==> config.mk <==
export PLATFORM = sky130hd
export DESIGN_NAME = user_entry
export DESIGN_NICKNAME = d
export VERILOG_FILES = /design/src/rtl/user_entry.sv
export SDC_FILE = /design/constraint.sdc
export NUM_CORES = 1
export LEC_CHECK = 0
export CORE_AREA = 5 5 57 59
export DETAILED_ROUTE_END_ITERATION = 7
export DIE_AREA = 0 0 62 64
export PLACE_DENSITY = 0.82
export SYNTH_ARGS = -nofsm -noshare
export SYNTH_HDL_FRONTEND = slang
export SYNTH_SLANG_ARGS = --single-unit
export TNS_END_PERCENT = 10
==> constraint.sdc <==
create_clock -name clk -period 3.2 [get_ports clk]
set_clock_uncertainty 0.05 [all_clocks]
set_input_delay 0.48 -clock clk [delete_from_list [all_inputs] [get_ports clk]]
set_output_delay 0.48 -clock clk [all_outputs]
set_load 0.02 [all_outputs]
==> src/rtl/user_entry.sv <==
// user_entry: assembles a DIGITS-digit hex guess from switch/strobe inputs
// and presents it to the game controller through a valid/ack handshake.
// Optional inactivity timeout enabled by defining USER_ENTRY_TIMEOUT_EN.
module user_entry #(
    parameter int unsigned DIGITS         = 4,
    parameter int unsigned DIGIT_W        = 4,
    parameter int unsigned TIMEOUT_CYCLES = 100_000_000
) (
    input  logic                            clk,
    input  logic                            rst,
    input  logic                            start,
    input  logic [DIGIT_W-1:0]              digit_in,
    input  logic                            digit_stb,
    input  logic                            back_stb,
    input  logic                            submit_stb,
    input  logic                            entry_ack,
    output logic [DIGITS*DIGIT_W-1:0]       userInt,
    output logic [$clog2(DIGITS+1)-1:0]     digit_count,
    output logic                            busy,
    output logic                            entry_valid,
    output logic                            timed_out
);

    localparam int unsigned W  = DIGITS * DIGIT_W;
    localparam int unsigned CW = $clog2(DIGITS + 1);
    localparam logic [CW-1:0] FULL = CW'(DIGITS);

    typedef enum logic [1:0] {
        ST_IDLE,
        ST_ENTER,
        ST_HOLD
    } state_t;

    state_t         r_state, w_state_next;
    logic [W-1:0]   r_user, w_user_next;
    logic [CW-1:0]  r_count, w_count_next;
    logic           r_timed_out, w_timed_out_next;
    logic           r_busy, r_valid;

`ifdef USER_ENTRY_TIMEOUT_EN
    localparam int unsigned TW = $clog2(TIMEOUT_CYCLES + 1);
    localparam logic [TW-1:0] TO_VAL = TW'(TIMEOUT_CYCLES);
    logic [TW-1:0]  r_timer, w_timer_next;
`else
    logic           w_unused_timeout;
    assign w_unused_timeout = (TIMEOUT_CYCLES == 0);
`endif

    // Next-state and datapath decisions; one accepted action per cycle
    always_comb begin
        w_state_next     = r_state;
        w_user_next      = r_user;
        w_count_next     = r_count;
        w_timed_out_next = r_timed_out;
`ifdef USER_ENTRY_TIMEOUT_EN
        w_timer_next     = r_timer;
`endif
        case (r_state)
            ST_IDLE: begin
                if (start) begin
                    w_state_next     = ST_ENTER;
                    w_user_next      = '0;
                    w_count_next     = '0;
                    w_timed_out_next = 1'b0;
`ifdef USER_ENTRY_TIMEOUT_EN
                    w_timer_next     = '0;
`endif
                end
            end
            ST_ENTER: begin
                // Ignored strobes (submit short, back at zero, digit at full)
                // fall through so a lower-priority strobe can still act.
                if (submit_stb && (r_count == FULL)) begin
                    w_state_next = ST_HOLD;
                end else if (start) begin
                    w_user_next      = '0;
                    w_count_next     = '0;
                    w_timed_out_next = 1'b0;
`ifdef USER_ENTRY_TIMEOUT_EN
                    w_timer_next     = '0;
`endif
                end else if (back_stb && (r_count != '0)) begin
                    w_user_next  = r_user >> DIGIT_W;
                    w_count_next = r_count - CW'(1);
`ifdef USER_ENTRY_TIMEOUT_EN
                    w_timer_next = '0;
`endif
                end else if (digit_stb && (r_count != FULL)) begin
                    w_user_next  = {r_user[W-DIGIT_W-1:0], digit_in};
                    w_count_next = r_count + CW'(1);
`ifdef USER_ENTRY_TIMEOUT_EN
                    w_timer_next = '0;
`endif
                end
`ifdef USER_ENTRY_TIMEOUT_EN
                else if (r_timer == TO_VAL) begin
                    w_state_next     = ST_HOLD;
                    w_timed_out_next = 1'b1;
                end else begin
                    w_timer_next = r_timer + TW'(1);
                end
`endif
            end
            ST_HOLD: begin
                if (entry_ack) begin
                    w_state_next = ST_IDLE;
                end
            end
            default: begin
                w_state_next = ST_IDLE;
            end
        endcase
    end

    // State and output registers with synchronous reset
    always_ff @(posedge clk) begin
        if (rst) begin
            r_state     <= ST_IDLE;
            r_user      <= '0;
            r_count     <= '0;
            r_timed_out <= 1'b0;
            r_busy      <= 1'b0;
            r_valid     <= 1'b0;
        end else begin
            r_state     <= w_state_next;
            r_user      <= w_user_next;
            r_count     <= w_count_next;
            r_timed_out <= w_timed_out_next;
            r_busy      <= (w_state_next == ST_ENTER);
            r_valid     <= (w_state_next == ST_HOLD);
        end
    end

`ifdef USER_ENTRY_TIMEOUT_EN
    // Inactivity counter for forced submit
    always_ff @(posedge clk) begin
        if (rst) begin
            r_timer <= '0;
        end else begin
            r_timer <= w_timer_next;
        end
    end
`endif

    assign userInt     = r_user;
    assign digit_count = r_count;
    assign busy        = r_busy;
    assign entry_valid = r_valid;
    assign timed_out   = r_timed_out;

endmodule

==> metrics.md <==
| Metric | Value |
|---|---|
| Post-Syn Nets | `116` |
| Hold path depth | `1` |
| Crit path max fanout | `14` |
| PortBufs | `31` |
| Total GRT Usage | `0.139` |
| Compound-Gate Fraction of Synth Area | `0.322` |
| Finished Cell Area | `0.00152 mm²` |
| Post-Place Cell Area | `0.00150 mm²` |
| # IOs | `33` |
| DRT iter0 DRCs | `13` |
| P_int | `0.000370 W` |
| Clock Pin Slew Worst Setup and Hold Paths | `0.12 ns` |
| PD cells | `327 mW/mm²` |
| Die footprint | `0.00397 mm²` |
| Drt total wl | `2610 µm` |
| Number of synthesized register bits | `23` |
| FMAX | `385 MHz` |
| NetSw | `0.000129 W` |
| Fillers | `247` |
| Mean Syn Cell Area | `11.4 µm²` |
| Pre-antenna DRT Iters | `4` |
| Largest net degree at the start of global routing | `15` |
| Clk sinks | `23` |
| Initial Utilization | `0.447` |
| Lkg Pwr | `0.588 nW` |
| Clk buf depth | `2` |
| Largest family of logic cells by synthesized area | `compound AO/OA/AOI/OAI gates` |
| Die X | `62 µm` |
| Dpl hpwl | `1880 µm` |
| Clock root cell | `clkbuf_4` |
| Distinct cells, synth | `37` |
| Setup crit end kind | `flop` |
| Number of antenna violations at the first check in global routing | `0` |
| Worst-margin pin slew | `0.839 ns` |
| Total gr overflow | `0` |
| Num CTS Buffers | `3` |
| Final setup viols | `0` |
| Synthesized cell area | `0.00119 mm²` |
| Flop pwr share | `0.591` |
| Post-synthesis adder-cell area fraction | `0.0105` |
| Post-synth EDFFs | `0` |
| Worst skew pair latency | `0.31 ns` |
| Sequential area share after synthesis | `0.387` |
| Per-cell routed wire length | `15.9 µm` |
| Worst EP required | `3.34 ns` |
| Arrival time worst endpoint | `2.74 ns` |
| Number of vias per cell | `5.79` |
| Multi-input gate area | `681 µm²` |
| Final Hold Fails | `0` |
| Slew Limit Fails | `0` |
| Critical R2R Capture | `digit_count[2]` |
| Hold Crit Class | `reg -> reg` |
| Vias | `950` |
| Worst hold start | `userInt[2]` |
| Routability cong. | `0.746` |
| Status | `finished, final reports clean` |
| First-pass GRT wire length | `4260 µm` |
| Number of buffers inserted by hold repair at cts | `0` |
| YS warnings | `0` |
| Xor-xnor portion of the synthesized cell area | `0.00736` |
| Combinational share of power | `0.143` |
| Share of cells above drive strength 1 | `0.173` |
| Number of global-route vias before repair | `874` |
| Routed Antenna Nets | `0` |
| Die Span Y | `64 µm` |
| Crit path time final | `2.60 ns` |
| Reg-to-Reg Start | `digit_count[0]` |
| Final TNS setup | `0 ns` |
| Setup Buffers After CTS | `0` |
| Core Rows | `19` |
| Crit Path Category | `reg -> reg` |
| Sw Share | `0.259` |
| Top FF cell, synth | `dfxtp_1` |
| Hold endpoint | `userInt[2]` |
| Area growth from synthesis to layout | `28.1%` |
| CP startpoint kind | `flop` |
| Async SR Flop Fraction | `0` |
| Final nets | `146` |
| CTS tree | `built` |
| Post-synthesis mux area share | `0.109` |
| FF-to-FF path depth | `7` |
| Number of antenna diodes | `0` |
| Post-Synth Simple-Gate Area | `0.120` |
| Max VDD drop | `214 µV` |
| R2R setup slack | `0.60 ns` |
| Core area | `0.00266 mm²` |
| Max_slew headroom | `0.441` |
| Gate Count Post-Synth | `104` |
| Unrepaired setup endpoints after global routing | `false` |
| H-tree depth | `1` |
| Clock power share | `0.266` |
| Post-CTS Resized | `0` |
| # DRC | `0` |
| Tcrit/Tclk final | `0.812` |
| Max-cap violations | `0` |
| FF+latch area | `460 µm²` |
==> worst max path at each step <==
| stage | start | to | slack (ns) | cells past startpoint |
|---|---|---|---|---|
| 2_1_floorplan | digit_count[1] | digit_count[2] | 0.82 | 9 |
| 3_3_place_gp | back_stb | digit_count[2] | 0.49 | 8 |
| 3_5_place_dp | back_stb | digit_count[2] | 0.38 | 8 |
| 4_1_cts | digit_count[0] | digit_count[2] | 0.58 | 7 |
| 5_1_grt | digit_count[0] | digit_count[2] | 0.46 | 7 |
| 6_report | digit_count[0] | digit_count[2] | 0.60 | 7 |
==> cell usage after synthesis (2+ instances only) <==
master / n / share of area
nor2_1: 2 / 0.0063
nor3_1: 3 / 0.013
mux2i_1: 13 / 0.11
o21ai_0: 7 / 0.029
o2bb2ai_1: 2 / 0.015
buf_6: 2 / 0.019
o2bb2ai_2: 10 / 0.13
a21oi_1: 8 / 0.034
dfxtp_1: 23 / 0.39
nand4_1: 5 / 0.026
buf_2: 3 / 0.013
==> critical path, stage by stage, from the launching register on <==
cell       delay [ns]
dfxtp_1          0.45
o31ai_4          0.79
xnor2_1          0.13
ha_1             0.25
or3b_1           0.35
and3_1           0.18
o2111ai_1        0.19
a21oi_1          0.09
==> layer usage <==
layer | wire length (µm) | global-route usage
met3 | 78 | 0.0241
met5 | 0 | 0
met4 | 38 | 0.0557
met1 | 1150 | 0.181
met2 | 1340 | 0.222
==> flip-flops by register name (all words and copies together), names as in the netlist <==
| name | flops |
|---|---|
| userInt | 16 |
| digit_count | 3 |
| r_state | 2 |
| busy | 1 |
| entry_valid | 1 |
==> power groups by stage <==
stage                     combinational, W  clock, W  sequential, W
after floorplan                  0.0000428         0       0.000303
after global placement           0.0000697         0       0.000301
after detailed placement         0.0000713         0       0.000301
after CTS                        0.0000716  0.000138       0.000295
after global routing             0.0000764  0.000151       0.000296
final                            0.0000714  0.000133       0.000295
==> cell usage in the layout, fill, tap and decap left out, drive strengths merged, types with 2 or more instances in the layout <==
cell | Yosys | layout
clkdlybuf4s50 | 0 | 31
dfxtp | 23 | 23
mux2i | 13 | 13
o2bb2ai | 12 | 12
a21oi | 10 | 10
o21ai | 7 | 7
nand4 | 5 | 5
nor3 | 4 | 4
clkbuf | 1 | 4
nor2 | 3 | 3
a41oi | 2 | 2
nand4b | 2 | 2
a21o | 2 | 2
==> layout make-up <==
class	instances	area share
clock buffer	4	0.0172
multi-input combinational	74	0.447
sequential	23	0.302
tap	31	0.0255
timing repair buffer	32	0.209
==> per-stage QoR <==
step	total power, W	utilization	setup WS (ns)	std cells	hold WS [ns]
finish	0.000499	0.572	0.600	164	0.452
floorplan	0.000346	-	0.819	104	0.508
global route	0.000523	0.572	0.458	164	0.476
global placement	0.000371	0.563	0.493	160	0.429
detailed placement	0.000372	0.563	0.383	160	0.436
CTS	0.000505	0.572	0.582	164	0.454
==> cell families (layout without fill, tap and decap cells) <==
| group | count (synthesis) | in the layout |
|---|---|---|
| xor gates and xnor gates | 1 | 1 |
| adders and majority gates | 1 | 1 |
| buffers and inverters | 7 | 36 |
| and+or+nand+nor | 19 | 19 |
| DFF | 23 | 23 |
| AOI/OAI and AO/OA | 39 | 39 |
| muxes | 13 | 13 |
| other | 1 | 1 |
No activity file was read; power rests on OpenSTA's default activity.
